## config.mk

```make
export PLATFORM = sky130hd
export DESIGN_NAME = ni_param_flat
export DESIGN_NICKNAME = d
export VERILOG_FILES = /design/src/rtl/ni_param_pkg.sv /design/src/rtl/ni_param_if.sv /design/src/rtl/ni_txq.sv /design/src/rtl/ni_param.sv /design/src/flat_wrapper.sv
export SDC_FILE = /design/constraint.sdc
export NUM_CORES = 1
export LEC_CHECK = 0
export CAP_MARGIN = 20
export CORE_UTILIZATION = 55
export DETAILED_ROUTE_END_ITERATION = 10
export GPL_ROUTABILITY_DRIVEN = 0
export PLACE_DENSITY_LB_ADDON = 0.1
export SLEW_MARGIN = 10
export SYNTH_ARGS = -nofsm -noshare
export SYNTH_HDL_FRONTEND = slang
export SYNTH_SLANG_ARGS = --single-unit
```

## constraint.sdc

```tcl
create_clock -name clk -period 8.7 [get_ports clk]
set_clock_uncertainty 0.15 [all_clocks]
set_input_delay 1.305 -clock clk [delete_from_list [all_inputs] [get_ports clk]]
set_output_delay 1.305 -clock clk [all_outputs]
set_load 0.03 [all_outputs]
```

## src/rtl/ni_param_pkg.sv

```systemverilog
// Shared sizing and packet field layout for the parametrised network interface.
// Packet layout, MSB first: {parity, seq, payload, dest}.
package ni_param_pkg;

    localparam int ADDR_SZ_DEF   = 4;
    localparam int PL_SZ_DEF     = 32;
    localparam int HDR_SZ_DEF    = 8;
    localparam int TXQ_DEPTH_DEF = 4;
    localparam int ERRCNT_SZ_DEF = 8;

    localparam int PKT_W    = HDR_SZ_DEF + PL_SZ_DEF + ADDR_SZ_DEF;
    localparam int DEST_LSB = 0;
    localparam int PL_LSB   = ADDR_SZ_DEF;
    localparam int HDR_LSB  = ADDR_SZ_DEF + PL_SZ_DEF;
    localparam int PAR_BIT  = PKT_W - 1;

    function automatic int pkt_width(int a, int p, int h);
        return a + p + h;
    endfunction

endpackage

```

## src/rtl/ni_param_if.sv

```systemverilog
// Core-side and router-side signals of the network interface.
// slave is the NI's own view; master is the view of whoever drives it.
interface ni_param_if
    import ni_param_pkg::*;
#(
    parameter int ADDR_SZ   = ADDR_SZ_DEF,
    parameter int PL_SZ     = PL_SZ_DEF,
    parameter int HDR_SZ    = HDR_SZ_DEF,
    parameter int ERRCNT_SZ = ERRCNT_SZ_DEF
);
    localparam int W = HDR_SZ + PL_SZ + ADDR_SZ;

    logic [ADDR_SZ-1:0]   id;
    logic                 tx_valid;
    logic                 tx_ready;
    logic [ADDR_SZ-1:0]   tx_dest;
    logic [PL_SZ-1:0]     tx_data;
    logic [W-1:0]         item_out;
    logic                 req;
    logic                 channel_busy;
    logic                 send_en;
    logic [W-1:0]         item_in;
    logic                 valid;
    logic                 busy;
    logic                 rx_valid;
    logic                 rx_ready;
    logic [PL_SZ-1:0]     rx_data;
    logic [HDR_SZ-2:0]    rx_seq;
    logic                 error;
    logic [ERRCNT_SZ-1:0] err_cnt;

    modport slave (
        input  id, tx_valid, tx_dest, tx_data,
        input  channel_busy, send_en, item_in, valid, rx_ready,
        output tx_ready, item_out, req, busy,
        output rx_valid, rx_data, rx_seq, error, err_cnt
    );

    modport master (
        output id, tx_valid, tx_dest, tx_data,
        output channel_busy, send_en, item_in, valid, rx_ready,
        input  tx_ready, item_out, req, busy,
        input  rx_valid, rx_data, rx_seq, error, err_cnt
    );

endinterface

```

## src/rtl/ni_txq.sv

```systemverilog
// Show-ahead synchronous FIFO holding {dest, payload} words for the TX path.
// Pushes into a full queue and pops from an empty one are ignored.
module ni_txq #(
    parameter int WIDTH = 36,
    parameter int DEPTH = 4
) (
    input  logic             clk,
    input  logic             reset,
    input  logic             push,
    input  logic             pop,
    input  logic [WIDTH-1:0] din,
    output logic [WIDTH-1:0] dout,
    output logic             full,
    output logic             empty
);
    localparam int AW = $clog2(DEPTH);

    logic [WIDTH-1:0] r_mem [DEPTH];
    logic [AW-1:0]    r_wp;
    logic [AW-1:0]    r_rp;
    logic [AW:0]      r_cnt;
    logic             w_wr;
    logic             w_rd;

    assign full  = (r_cnt == (AW+1)'(DEPTH));
    assign empty = (r_cnt == '0);
    assign w_wr  = push & ~full;
    assign w_rd  = pop & ~empty;
    assign dout  = r_mem[r_rp];

    always_ff @(posedge clk or posedge reset) begin
        if (reset) begin
            r_wp  <= '0;
            r_rp  <= '0;
            r_cnt <= '0;
        end else begin
            if (w_wr) r_wp <= r_wp + 1'b1;
            if (w_rd) r_rp <= r_rp + 1'b1;
            unique case ({w_wr, w_rd})
                2'b10:   r_cnt <= r_cnt + 1'b1;
                2'b01:   r_cnt <= r_cnt - 1'b1;
                default: r_cnt <= r_cnt;
            endcase
        end
    end

    always_ff @(posedge clk) begin
        if (w_wr) r_mem[r_wp] <= din;
    end

endmodule

```

## src/rtl/ni_param.sv

```systemverilog
// Network interface: framed TX launch under router flow control, and
// one-entry RX buffer with parity/address checking and error counting.
module ni_param
    import ni_param_pkg::*;
#(
    parameter int ADDR_SZ   = ADDR_SZ_DEF,
    parameter int PL_SZ     = PL_SZ_DEF,
    parameter int HDR_SZ    = HDR_SZ_DEF,
    parameter int TXQ_DEPTH = TXQ_DEPTH_DEF,
    parameter int ERRCNT_SZ = ERRCNT_SZ_DEF
) (
    input logic       clk,
    input logic       reset,
    ni_param_if.slave bus
);
    localparam int W_PKT = pkt_width(ADDR_SZ, PL_SZ, HDR_SZ);
    localparam int W_SEQ = HDR_SZ - 1;
    localparam int W_QE  = ADDR_SZ + PL_SZ;
    localparam int O_DST = DEST_LSB;
    localparam int O_PL  = O_DST + ADDR_SZ;
    localparam int O_HDR = O_PL + PL_SZ;

    logic                 w_push;
    logic                 w_launch;
    logic                 w_full;
    logic                 w_empty;
    logic [W_QE-1:0]      w_q_din;
    logic [W_QE-1:0]      w_q_dout;
    logic [W_PKT-2:0]     w_body;
    logic                 w_accept;
    logic                 w_par_err;
    logic                 w_misaddr;

    logic [W_SEQ-1:0]     r_seq;
    logic [W_PKT-1:0]     r_item;
    logic                 r_req;
    logic                 r_rx_valid;
    logic [PL_SZ-1:0]     r_rx_data;
    logic [W_SEQ-1:0]     r_rx_seq;
    logic                 r_error;
    logic [ERRCNT_SZ-1:0] r_err_cnt;

    assign w_push   = bus.tx_valid & ~w_full;
    assign w_launch = bus.send_en & ~bus.channel_busy & ~w_empty;
    assign w_q_din  = {bus.tx_dest, bus.tx_data};

    ni_txq #(
        .WIDTH (W_QE),
        .DEPTH (TXQ_DEPTH)
    ) u_txq (
        .clk   (clk),
        .reset (reset),
        .push  (w_push),
        .pop   (w_launch),
        .din   (w_q_din),
        .dout  (w_q_dout),
        .full  (w_full),
        .empty (w_empty)
    );

    // Queue word is {dest, payload}; the wire order is {seq, payload, dest}.
    assign w_body = {r_seq, w_q_dout[0 +: PL_SZ], w_q_dout[PL_SZ +: ADDR_SZ]};

    always_ff @(posedge clk or posedge reset) begin
        if (reset) begin
            r_item <= '0;
            r_req  <= 1'b0;
            r_seq  <= '0;
        end else if (w_launch) begin
            r_item <= {^w_body, w_body};
            r_req  <= 1'b1;
            r_seq  <= r_seq + 1'b1;
        end else begin
            r_req  <= 1'b0;
        end
    end

    assign w_accept  = bus.valid & ~r_rx_valid;
    assign w_par_err = ^bus.item_in;
    assign w_misaddr = (bus.item_in[O_DST +: ADDR_SZ] != bus.id);

    always_ff @(posedge clk or posedge reset) begin
        if (reset) begin
            r_rx_valid <= 1'b0;
            r_rx_data  <= '0;
            r_rx_seq   <= '0;
            r_error    <= 1'b0;
            r_err_cnt  <= '0;
        end else if (w_accept) begin
            r_rx_valid <= 1'b1;
            r_rx_data  <= bus.item_in[O_PL +: PL_SZ];
            r_rx_seq   <= bus.item_in[O_HDR +: W_SEQ];
            if (w_par_err | w_misaddr) r_error <= 1'b1;
            if (w_par_err && (r_err_cnt != '1)) r_err_cnt <= r_err_cnt + 1'b1;
        end else if (r_rx_valid & bus.rx_ready) begin
            r_rx_valid <= 1'b0;
        end
    end

    assign bus.tx_ready = ~w_full;
    assign bus.item_out = r_item;
    assign bus.req      = r_req;
    assign bus.busy     = r_rx_valid;
    assign bus.rx_valid = r_rx_valid;
    assign bus.rx_data  = r_rx_data;
    assign bus.rx_seq   = r_rx_seq;
    assign bus.error    = r_error;
    assign bus.err_cnt  = r_err_cnt;

endmodule

```

## src/flat_wrapper.sv

```systemverilog
// flat-port wrapper written by rule: the top's interface ports become plain ports
module ni_param_flat import ni_param_pkg::*;
#(
    parameter int ADDR_SZ   = ADDR_SZ_DEF,
    parameter int PL_SZ     = PL_SZ_DEF,
    parameter int HDR_SZ    = HDR_SZ_DEF,
    parameter int TXQ_DEPTH = TXQ_DEPTH_DEF,
    parameter int ERRCNT_SZ = ERRCNT_SZ_DEF
)
  (clk, reset, bus_id, bus_tx_valid, bus_tx_dest, bus_tx_data, bus_channel_busy, bus_send_en, bus_item_in, bus_valid, bus_rx_ready, bus_tx_ready, bus_item_out, bus_req, bus_busy, bus_rx_valid, bus_rx_data, bus_rx_seq, bus_error, bus_err_cnt);
  ni_param_if #(.ADDR_SZ(ADDR_SZ), .PL_SZ(PL_SZ), .HDR_SZ(HDR_SZ), .ERRCNT_SZ(ERRCNT_SZ)) bus_i ();
  input logic clk;
  input logic reset;
  input wire logic [$bits(bus_i.id)-1:0] bus_id;
  input wire logic [$bits(bus_i.tx_valid)-1:0] bus_tx_valid;
  input wire logic [$bits(bus_i.tx_dest)-1:0] bus_tx_dest;
  input wire logic [$bits(bus_i.tx_data)-1:0] bus_tx_data;
  input wire logic [$bits(bus_i.channel_busy)-1:0] bus_channel_busy;
  input wire logic [$bits(bus_i.send_en)-1:0] bus_send_en;
  input wire logic [$bits(bus_i.item_in)-1:0] bus_item_in;
  input wire logic [$bits(bus_i.valid)-1:0] bus_valid;
  input wire logic [$bits(bus_i.rx_ready)-1:0] bus_rx_ready;
  output wire logic [$bits(bus_i.tx_ready)-1:0] bus_tx_ready;
  output wire logic [$bits(bus_i.item_out)-1:0] bus_item_out;
  output wire logic [$bits(bus_i.req)-1:0] bus_req;
  output wire logic [$bits(bus_i.busy)-1:0] bus_busy;
  output wire logic [$bits(bus_i.rx_valid)-1:0] bus_rx_valid;
  output wire logic [$bits(bus_i.rx_data)-1:0] bus_rx_data;
  output wire logic [$bits(bus_i.rx_seq)-1:0] bus_rx_seq;
  output wire logic [$bits(bus_i.error)-1:0] bus_error;
  output wire logic [$bits(bus_i.err_cnt)-1:0] bus_err_cnt;
  assign bus_i.id = bus_id;
  assign bus_i.tx_valid = bus_tx_valid;
  assign bus_i.tx_dest = bus_tx_dest;
  assign bus_i.tx_data = bus_tx_data;
  assign bus_i.channel_busy = bus_channel_busy;
  assign bus_i.send_en = bus_send_en;
  assign bus_i.item_in = bus_item_in;
  assign bus_i.valid = bus_valid;
  assign bus_i.rx_ready = bus_rx_ready;
  assign bus_tx_ready = bus_i.tx_ready;
  assign bus_item_out = bus_i.item_out;
  assign bus_req = bus_i.req;
  assign bus_busy = bus_i.busy;
  assign bus_rx_valid = bus_i.rx_valid;
  assign bus_rx_data = bus_i.rx_data;
  assign bus_rx_seq = bus_i.rx_seq;
  assign bus_error = bus_i.error;
  assign bus_err_cnt = bus_i.err_cnt;
  ni_param #(.ADDR_SZ(ADDR_SZ), .PL_SZ(PL_SZ), .HDR_SZ(HDR_SZ), .TXQ_DEPTH(TXQ_DEPTH), .ERRCNT_SZ(ERRCNT_SZ)) u_core (.clk(clk), .reset(reset), .bus(bus_i));
endmodule
```

### Word-level counts from Yosys, hierarchy flattened

Memory sizes are Yosys's and may differ from the RTL's.
Index checks and enable logic that the tools add are counted.

* input bits: 91
* bits in registers: 108
* memories kept: 1
* memory bits (writable): 144

* $add $sub $neg: 6
* bitwise logic cells: 12
* muxes and demuxes: 6
* eq/ne operators: 5
* reduce and logical (&&, ||, !) cells: 8

Memory list
* u_core.u_txq.r_mem: words 4, bits a word 36, rd ports 1, clocked after Yosys merged registers in 0, write ports 1, RTL line ni_txq.sv:18 `logic [WIDTH-1:0] r_mem [DEPTH];`

Operator list (number)
* XOR reduction 44 bit: 1
* XOR reduction 43 bit: 1
* adder 8 x 1 -> 8 bit, second input constant: 1
* inequality test 8 bit, second input constant: 1
* adder 7 x 1 -> 7 bit, second input constant: 1
* bitwise AND 1 bit: 7
* one-hot mux 3 bit (2 select lines): 1
* two-way mux 1 bit: 5
* adder 2 x 1 -> 2 bit, second input constant: 2
* inequality test 4 bit: 1
* inverter 1 bit: 4
* AND reduction 2 bit: 2
* nonzero test 2 bit: 2
* adder 3 x 1 -> 3 bit, second input constant: 1
* == test 3 bit, second input constant: 1
* zero test 3 bit: 1
* subtractor 3 x 1 -> 3 bit, second input constant: 1
* == test 2 x 1 -> 1 bit, second input constant: 1
* == test 2 bit, second input constant: 1
* logical AND 1 bit: 1
* bitwise OR 1 bit: 1

### Logic depth before layout (Yosys ltp)

* word-level depth: 6
* depth in mapped cells: 10
* depth with buffers taken out: 10

### Modules after synthesis

A second synthesis with hierarchy kept.

* cell total of the unflattened synthesis: 557
* area total of the unflattened synthesis: 10258.6 um^2

By module, submodules not included
* ni_txq: cells each 226, seq. area each 4499.3 um^2, area each 5639.2 um^2, times used 1
* ni_param: cells each 331, seq. area each 2527.4 um^2, area each 4619.4 um^2, times used 1

### Least setup slack after synthesis

No wires, ideal clock.

* path type: input-to-reg
* start point: in bus_channel_busy
* end point: reg u_core.u_txq.r_cnt[2]
* arrival: 3137 ps
* slack: 5334 ps
* stages: 9
* setup time: 79 ps
* buffers on the path: 2
* cells stage by stage: nor3b_1 > clkbuf_1 > clkbuf_1 > ha_1 > inv_1 > fa_1 > xor2_1 > nor2_1 > xor2_1

* longest elaborated chain between the ends: 6
* elaborated cells between the ends (all ways): 8
* those cells by class: 2 x eq/ne; 1 x mux; 4 x bitwise; 1 x reduce/logical

RTL lines
* start: declaration: RTL line flat_wrapper.sv:18 `input wire logic [$bits(bus_i.channel_busy)-1:0] bus_channel_busy;`
* inverter 1 bit (*): RTL line ni_param.sv:44 `assign w_launch = bus.send_en & ~bus.channel_busy & ~w_empty;`
* bitwise AND 1 bit (*) (2 in a row): RTL line ni_param.sv:44
* via u_core.u_txq.pop: RTL line ni_txq.sv:10 `input logic pop,`
* bitwise AND 1 bit (*): RTL line ni_txq.sv:28 `assign w_rd = pop & ~empty;`
* == test 2 x 1 -> 1 bit / == test 2 bit (equally long branches): RTL line ni_txq.sv:39 `unique case ({w_wr, w_rd})`
* one-hot mux 3 bit (2 select lines) / nonzero test 2 bit (equally long branches)
* end signal: assignment: RTL line ni_txq.sv:40 `2'b10: r_cnt <= r_cnt + 1'b1;`
* end signal: assignment: RTL line ni_txq.sv:41 `2'b01: r_cnt <= r_cnt - 1'b1;`
* end signal: assignment: RTL line ni_txq.sv:42 `default: r_cnt <= r_cnt;`
* end: declaration: RTL line ni_txq.sv:21 `logic [AW:0] r_cnt;`

The timed path passes the listed nets; every way through them passes the cells marked *.
A chain may end at the register's enable or synchronous reset.

### Worst setup path in the final report

* start point: in bus_send_en
* end point: reg u_core.u_txq.r_cnt[2]

* longest elaborated chain between the ends: 5
* elaborated cells between the ends (all ways): 7
* those cells by class: 2 x eq/ne; 1 x mux; 3 x bitwise; 1 x reduce/logical

RTL lines
* start: declaration: RTL line flat_wrapper.sv:19 `input wire logic [$bits(bus_i.send_en)-1:0] bus_send_en;`
* bitwise AND 1 bit (*) (2 in a row): RTL line ni_param.sv:44
* bitwise AND 1 bit (*): RTL line ni_txq.sv:28
* == test 2 x 1 -> 1 bit / == test 2 bit (equally long branches): RTL line ni_txq.sv:39
* one-hot mux 3 bit (2 select lines) / nonzero test 2 bit (equally long branches)

Every way passes the cells marked *; elsewhere a longest branch is shown, timed or not.

==> summary.md <==
| Metric | Value |
|---|---|
| Area grow syn2layout | 28.1% |
| Final Critical Period | between 3 and 4 ns |
| DR iter-0 viols | approximately 260 |
| Htree depth | 1 |
| Netlist cell types | 37 |
| Failing checks | DRC |
| CTS Buf Count | 25 |
| RSZ-0062 raised after global routing | false |
| Routed WL | around 20 mm |
| Crit-path most repeated cell | xor2_1 |
| Reg2Reg Setup Slack | about 5.4 ns |
| Worst Slack Setup Final | approximately 5.2 ns |
| #FFs+latches synth | between 200 and 300 |
| Via-to-Cell Ratio | roughly 5.4 |
| WP depth | 9 |
| Least-Margin Pin Slew | between 1 and 1.5 ns |
| HP Class | flip-flop to flip-flop |
| Comb pwr share | 0.451 |
| Synth Net Count | approximately 650 |
| Setup_tns | 0 ns |
| Synth Area in XOR/XNOR | 0.0935 |
| Grt total ovfl | 0 |
| Yosys warns | 0 |
| Crit Path Max Fanout | 55 |
| Residual DRC | 25 |
| Clock power share | 0.201 |
| CTS root buf | clkbuf_16 |
| Critical R2R Launch | u_core.u_txq.r_rp[0]$_DFFE_PP0P_ |
| Count leader, synth | edfxtp_1 |
| Post-synth top cells | 144 x edfxtp_1, 108 x dfrtp_1, 80 x mux2_2, 71 x xnor2_1, 35 x mux4_2 |
| Die Height | ~140 um |
| NetSw | between 0.0015 and 0.002 W |
| GRT Overall Usage | 0.218 |
| Dpl cell area | approximately 12,000 sq um |
| Final Hold Vio Count | 0 |
| Leakage | 4.83 nW |
| Pre-antenna DRT Iters | 8 |
| Sequential power share | 0.349 |
| Rows | 49 |
| Post-Synth Simple-Gate Area | 0.0192 |
| Post-Syn Area per Cell | between 15 and 20 sq um |
| Post-route ant nets | 0 |
| Initial antenna violation count | 0 |
| Sink Count | approximately 250 |
| Post-synth top flop | edfxtp_1 |
| Area of the die | roughly 19,000 sq um |
| Post-Syn Area | between 10,000 and 15,000 sq um |
| Design area | around 13,000 sq um |
| CP top delay family | buffers and inverters |
| Worst r2r path cells | 8 |
| CTS resizes | 0 |
| Core Region | between 15,000 and 20,000 sq um |
| Area contributors post-synth | edfxtp_1 42%, dfrtp_1 26%, mux2_2 8.8%, mux4_2 7.7%, xnor2_1 6.1% |
| Mux contribution to synthesized area | 0.172 |
| Hold Path Sink | u_core.bus.error$_DFFE_PP0P_ |
| ANT cells | 0 |
| Deepest clock path buffer count | 3 |
| Critical Path End Type | flip-flop |
| Pre-CTS setup slack | about 4.6 ns |
| RR Endpoint | u_core.bus.item_out[43]$_DFFE_PP0P_ |
| Async set-or-reset flop fraction in the synthesized netlist | 0.429 |
| Max-slew violations | 0 |
| Initial Utilization | 0.566 |
| Largest net degree at the start of global routing | 81 |
| Seq/Total Area, Yosys | 0.684 |
| Slowest CP cell | buf_4 |
| Post-synthesis instance total | 553 |
| WS Path Type | input pin to flip-flop |
| Cells after DPL | about 950 |
| Via Count | roughly 5,400 |
| Worst vdd ir | roughly 0.26 mV |
| Sw frac | 0.340 |
| Critical Path Start Type | input pin |
| Post-synth EDFFs | 144 |
| Post-DP HPWL | about 13 mm |
| Max cap viols | 0 |
| Buf/Inv on CP | 3 |
| Worst EP required | roughly 9 ns |
| Hold Startpoint | u_core.bus.error$_DFFE_PP0P_ |
| Die width | between 100 and 150 um |
| Share of layout cells above drive strength 1 | 0.215 |
| Largest family of logic cells by synthesized area | multiplexers |
| Final setup vio count | 0 |
| Synth area leader | edfxtp_1 |
| # Post-CTS Setup Buffers | 0 |
| Hold_buf cts | 0 |
| Hold path cells | 1 |
| CTS clk-pin slew, worst paths | about 0.06 ns |
| P_int | between 0.003 and 0.004 W |
| Nets | between 800 and 900 |
| Non-filler cells, final | 998 |
| Wire length per cell | approximately 20 um |
| Worst stage delay on the critical path | roughly 0.6 ns |
| CTS tree | done |
| IO Pins | around 190 |
| Status | finished with violations |
| CP Cell Sequence | clkdlybuf4s50_1 > nor3b_2 > buf_4 > ha_1 > inv_1 > fa_1 > xor2_1 > nor2_1 > xor2_1 |
| Fill count | roughly 1,200 |
| Max Fclk | around 0.29 GHz |
| Relative slew slack | 0.285 |
| First-pass GRT wire length | roughly 32 mm |
| Complex-gate fraction of the synthesized area | 0.00268 |
| Adder-cell share of the synthesized area | 0.0129 |
| Fin crit share | 0.399 |
| Latest clock arrival within the worst-skew pair | 0.50 ns |
| Final Core Density | 0.725 |
| PortBufs | ~190 |
| PD cells | just under 400 nW/um^2 |
| WP data arrival | around 3.7 ns |
| Via count of the first global-routing pass | 6,000 |
| Synth top area share | 0.421 |
==> worst max-delay path by stage <==
stage | start | endpoint | slack [ns]
3_3_place_gp | bus_valid | u_core.bus.err_cnt[1]$_DFFE_PP0P_ | 4.76
5_1_grt | bus_channel_busy | u_core.u_txq.r_cnt[2]$_DFFE_PP0P_ | 5.07
6_report | bus_send_en | u_core.u_txq.r_cnt[2]$_DFFE_PP0P_ | 5.23
2_1_floorplan | reset | u_core.bus.busy$_DFFE_PP0P_ | 4.40
4_1_cts | bus_valid | u_core.bus.err_cnt[1]$_DFFE_PP0P_ | 5.13
3_5_place_dp | bus_valid | u_core.bus.err_cnt[1]$_DFFE_PP0P_ | 4.59
==> cells in the final DEF, fill, tap and decap left out, drive strengths merged <==
cell type / instances
a21oi: 2
nor4b: 1
a21o: 1
bufinv: 3
nand4: 3
clkdlybuf4s50: 186
buf: 5
nor4: 4
xor2: 26
ha: 9
xnor2: 75
nor2: 5
dfrtp: 108
fa: 1
xnor3: 2
and2: 1
o21ai: 2
inv: 7
clkinv: 6
nand3: 5
mux2: 84
edfxtp: 144
mux2i: 1
and3: 4
clkbuf: 36
nor3b: 2
nand2: 7
nor2b: 1
mux4: 36
nor3: 2
==> cells by family after synthesis <==
kind of cell / Yosys count
buffers and inverters: 27
AOI/OAI and AO/OA: 5
xor gates and xnor gates: 103
and+or+nand+nor: 35
muxes: 121
DFF: 252
adders and majority gates: 10
==> power by group through the flow <==
| stage | sequential [W] | combinational [W] | clock (W) |
|---|---|---|---|
| 2_1_floorplan | 0.00207 | 0.00140 | 0 |
| 3_3_place_gp | 0.00181 | 0.00233 | 0 |
| 3_5_place_dp | 0.00184 | 0.00235 | 0 |
| 4_1_cts | 0.00181 | 0.00237 | 0.00106 |
| 5_1_grt | 0.00185 | 0.00247 | 0.00110 |
| 6_report | 0.00180 | 0.00233 | 0.00104 |
==> through the flow <==
stage / power [W] / hold WS, ns
2_1_floorplan: 0.00347 / 0.313
3_3_place_gp: 0.00414 / 0.296
3_5_place_dp: 0.00419 / 0.310
4_1_cts: 0.00525 / 0.323
5_1_grt: 0.00543 / 0.343
6_report: 0.00518 / 0.318
==> cell type report <==
type	count	area [sq um]	share of cell area
sequential	252	7030	0.534
multi-input combinational	274	3110	0.236
timing repair buffer	191	1920	0.146
clock buffer	36	677	0.0514
tap	229	287	0.0218
clock inverter	9	113	0.00855
inverter	7	28.8	0.00219
==> layer usage <==
metal  vias up  wire [um]  part of all wire  track usage
met3        33       1370             0.068       0.0442
li1       2461          -                 -            -
met4         0        371             0.019       0.0573
met2       185      10300              0.51        0.389
met1      2741       8010              0.40        0.275
met5         -          0                 0            0
==> worst register-to-register path, cell delays in order, from the launching register on <==
cell and delay [ns]:
dfrtp_2 0.48, buf_4 0.59, mux4_2 0.63, xnor2_1 0.16, xnor2_1 0.22, xnor2_1 0.17
xnor3_1 0.49, xnor2_1 0.17, a21oi_1 0.08
==> flip-flops by register name (all words and copies together) (netlist names) <==
register and cells:
u_core.bus.busy 1, u_core.bus.err_cnt 8, u_core.bus.error 1, u_core.bus.item_out 44, u_core.bus.req 1, u_core.bus.rx_data 32, u_core.bus.rx_seq 7, u_core.r_seq 7
u_core.u_txq.r_cnt 3, u_core.u_txq.r_mem 144, u_core.u_txq.r_rp 2, u_core.u_txq.r_wp 2
Note: power is estimated with default switching activity, not from simulation.
==> variant, RTL diff (same settings) <==
Make the reset (`reset`) synchronous in 3 clocked blocks.
--- a/src/rtl/ni_txq.sv
+++ b/src/rtl/ni_txq.sv
@@ -28,7 +28,7 @@
     assign w_rd  = pop & ~empty;
     assign dout  = r_mem[r_rp];
 
-    always_ff @(posedge clk or posedge reset) begin
+    always_ff @(posedge clk) begin
         if (reset) begin
             r_wp  <= '0;
             r_rp  <= '0;
--- a/src/rtl/ni_param.sv
+++ b/src/rtl/ni_param.sv
@@ -61,7 +61,7 @@
     // Queue word is {dest, payload}; the wire order is {seq, payload, dest}.
     assign w_body = {r_seq, w_q_dout[0 +: PL_SZ], w_q_dout[PL_SZ +: ADDR_SZ]};
 
-    always_ff @(posedge clk or posedge reset) begin
+    always_ff @(posedge clk) begin
         if (reset) begin
             r_item <= '0;
             r_req  <= 1'b0;
@@ -79,7 +79,7 @@
     assign w_par_err = ^bus.item_in;
     assign w_misaddr = (bus.item_in[O_DST +: ADDR_SZ] != bus.id);
 
-    always_ff @(posedge clk or posedge reset) begin
+    always_ff @(posedge clk) begin
         if (reset) begin
             r_rx_valid <= 1'b0;
             r_rx_data  <= '0;
Behaviour: differs if reset is asserted again (counterexample within 4 cycles, from zero or initial values and one cycle with reset high); with reset held inactive, the same outputs for 4 cycles.
==> variant against the unedited design <==
Wire length up 7.5%. Design area down 1.8%. Synthesized area down 2.6%. Synthesized cell count up 39%. Sequential cell count up 2. Worst setup slack worse by 0.56 ns. Die area down 2.6%. Sequential share of layout area down 2.9 points.
Power is not compared: it rests on default switching activity, and its combinational part moved more than twofold at a synthesized area within 25%.
==> variant: results (changes against the unedited design) <==
f_max -> 248 MHz (-14%)
Clock Tree Buf Depth -> 3 (unchanged)
Final #Nets -> 1048 (+23%)
Critical Path Source -> bus_channel_busy
Worst setup endpoint -> u_core.u_txq.r_cnt[2]
Cell variety after synth -> 35 (-5.4%)
post-synth net total -> 868 (+33%)
number of global-route vias before repair -> 6500 (+8.3%)
post-synthesis sequential area ratio -> 0.652 (-0.0315)
delay-heaviest family, CP -> buffers and inverters
Setup WS pre-CTS -> 4.14 ns (-0.455 ns)
dpl cells -> 1143 (+20%)
clk_lat worst skew -> 0.52 ns (+0.02 ns)
drt pass-1 iters -> 4 (-4)
Slew HR -> 0.312 (+0.0268)
reg-to-reg setup timing slack -> 5.39 ns (-0.02 ns)
Cell Area, Placed -> 12000 µm² (-2.5%)
CP arrival -> 4.33 ns (+0.59 ns)
met3 routed WL -> 1730 µm (+27%)
DRT met1 WL -> 8310 µm (+3.7%)
total track usage -> 0.230 (+0.0115)
share of cells above drive strength 1 -> 0.0931 (-0.121)
Peak VDD IR -> 242 µV
slowest CP cell -> inv_2
CP peak stage delay -> 0.52 ns (-0.09 ns)
total CTS buffers -> 26 (+4.0%)
total number of vias -> 6411 (+18%)
Final Instance Count excl. Fillers -> 1192 (+19%)
first-pass GRT wire length -> 32900 µm (+1.4%)
antenna violations before repair -> 0 (unchanged)
largest cells by area after synthesis -> edfxtp_1, dfxtp_1, mux4_2
largest net degree at the start of global routing -> 110 (+36%)
share of flip-flops with an asynchronous set or reset -> 0 (-0.429)
Wirelength per Cell -> 18.1 µm (-10%)
reg2reg start -> u_core.u_txq.r_cnt[2]
Synth top cells by count -> nand2_1, edfxtp_1, dfxtp_1
metal2 WL -> 11000 µm (+7.1%)
root buf cell -> clkbuf_16
Critical Path Fanout Max -> 54 (-1.8%)
WHS Path Cells -> 2 (+1)
Syn Area/Cell -> 13.0 µm² (-30%)
worst hold slack -> 0.303 ns (-0.0152 ns)
hold wc startpoint -> u_core.bus.item_out[14]
post-DP HPWL -> 13800 µm (+9.0%)
DR iter-0 viols -> 271 (+5.0%)
status -> complete, no violations
Hold Path End -> u_core.bus.item_out[14]
==> variant: cell count changes after synthesis, moves of 3 or more <==
cell / before / now
xor2_1: 26 / 21
mux2_2: 80 / 0
mux4_2: 35 / 32
nor2_1: 5 / 24
buf_6: 4 / 1
dfrtp_1: 108 / 0
dfxtp_1: 0 / 110
buf_2: 1 / 4
mux4_1: 1 / 4
mux2_1: 4 / 0
a21oi_1: 2 / 89
nand2_1: 7 / 175
xnor2_1: 71 / 77
clkbuf_1: 6 / 28
==> variant: power groups by stage <==
stage          sequential, mW  clock (mW)  combinational (mW)
6_report                 1.41        1.12               0.742
5_1_grt                  1.41        1.19               0.799
4_1_cts                  1.41        1.14               0.751
3_5_place_dp             1.43           0               0.744
3_3_place_gp             1.43           0               0.730
2_1_floorplan            1.48           0               0.471
==> variant: cell families after synthesis <==
| kind of cell | synth area share |
|---|---|
| buffers and inverters | 0.0205 |
| multiplexers | 0.0835 |
| AND/OR/NAND/NOR | 0.0889 |
| flip-flops | 0.652 |
| AO/OA/AOI/OAI | 0.0486 |
| adder cells (fa/ha/maj) | 0.0133 |
| XOR/XNOR | 0.0929 |
==> variant: per-layer routing <==
metal  up-vias  GRT usage
met5         -          0
li1       3051          -
met2       217      0.410
met4         0     0.0733
met3        40     0.0496
met1      3103      0.277
==> variant: area by class of cell <==
type	count	area, µm²
clock buffer	37	753
sequential	254	6530
timing repair buffer	191	1920
fill	1151	4600
multi-input combinational	467	3300
tap	225	282
clock inverter	11	126
inverter	7	26.3
==> variant: worst register-to-register path: cells and delay by family, from the launching register on <==
kind	cells	cell delay [ns]
and+or+nand+nor	1	0.30
AOI/OAI and AO/OA	2	0.44
xor gates and xnor gates	1	0.14
DFF	1	0.37
buffers and inverters	2	1.03
adders and majority gates	2	0.80
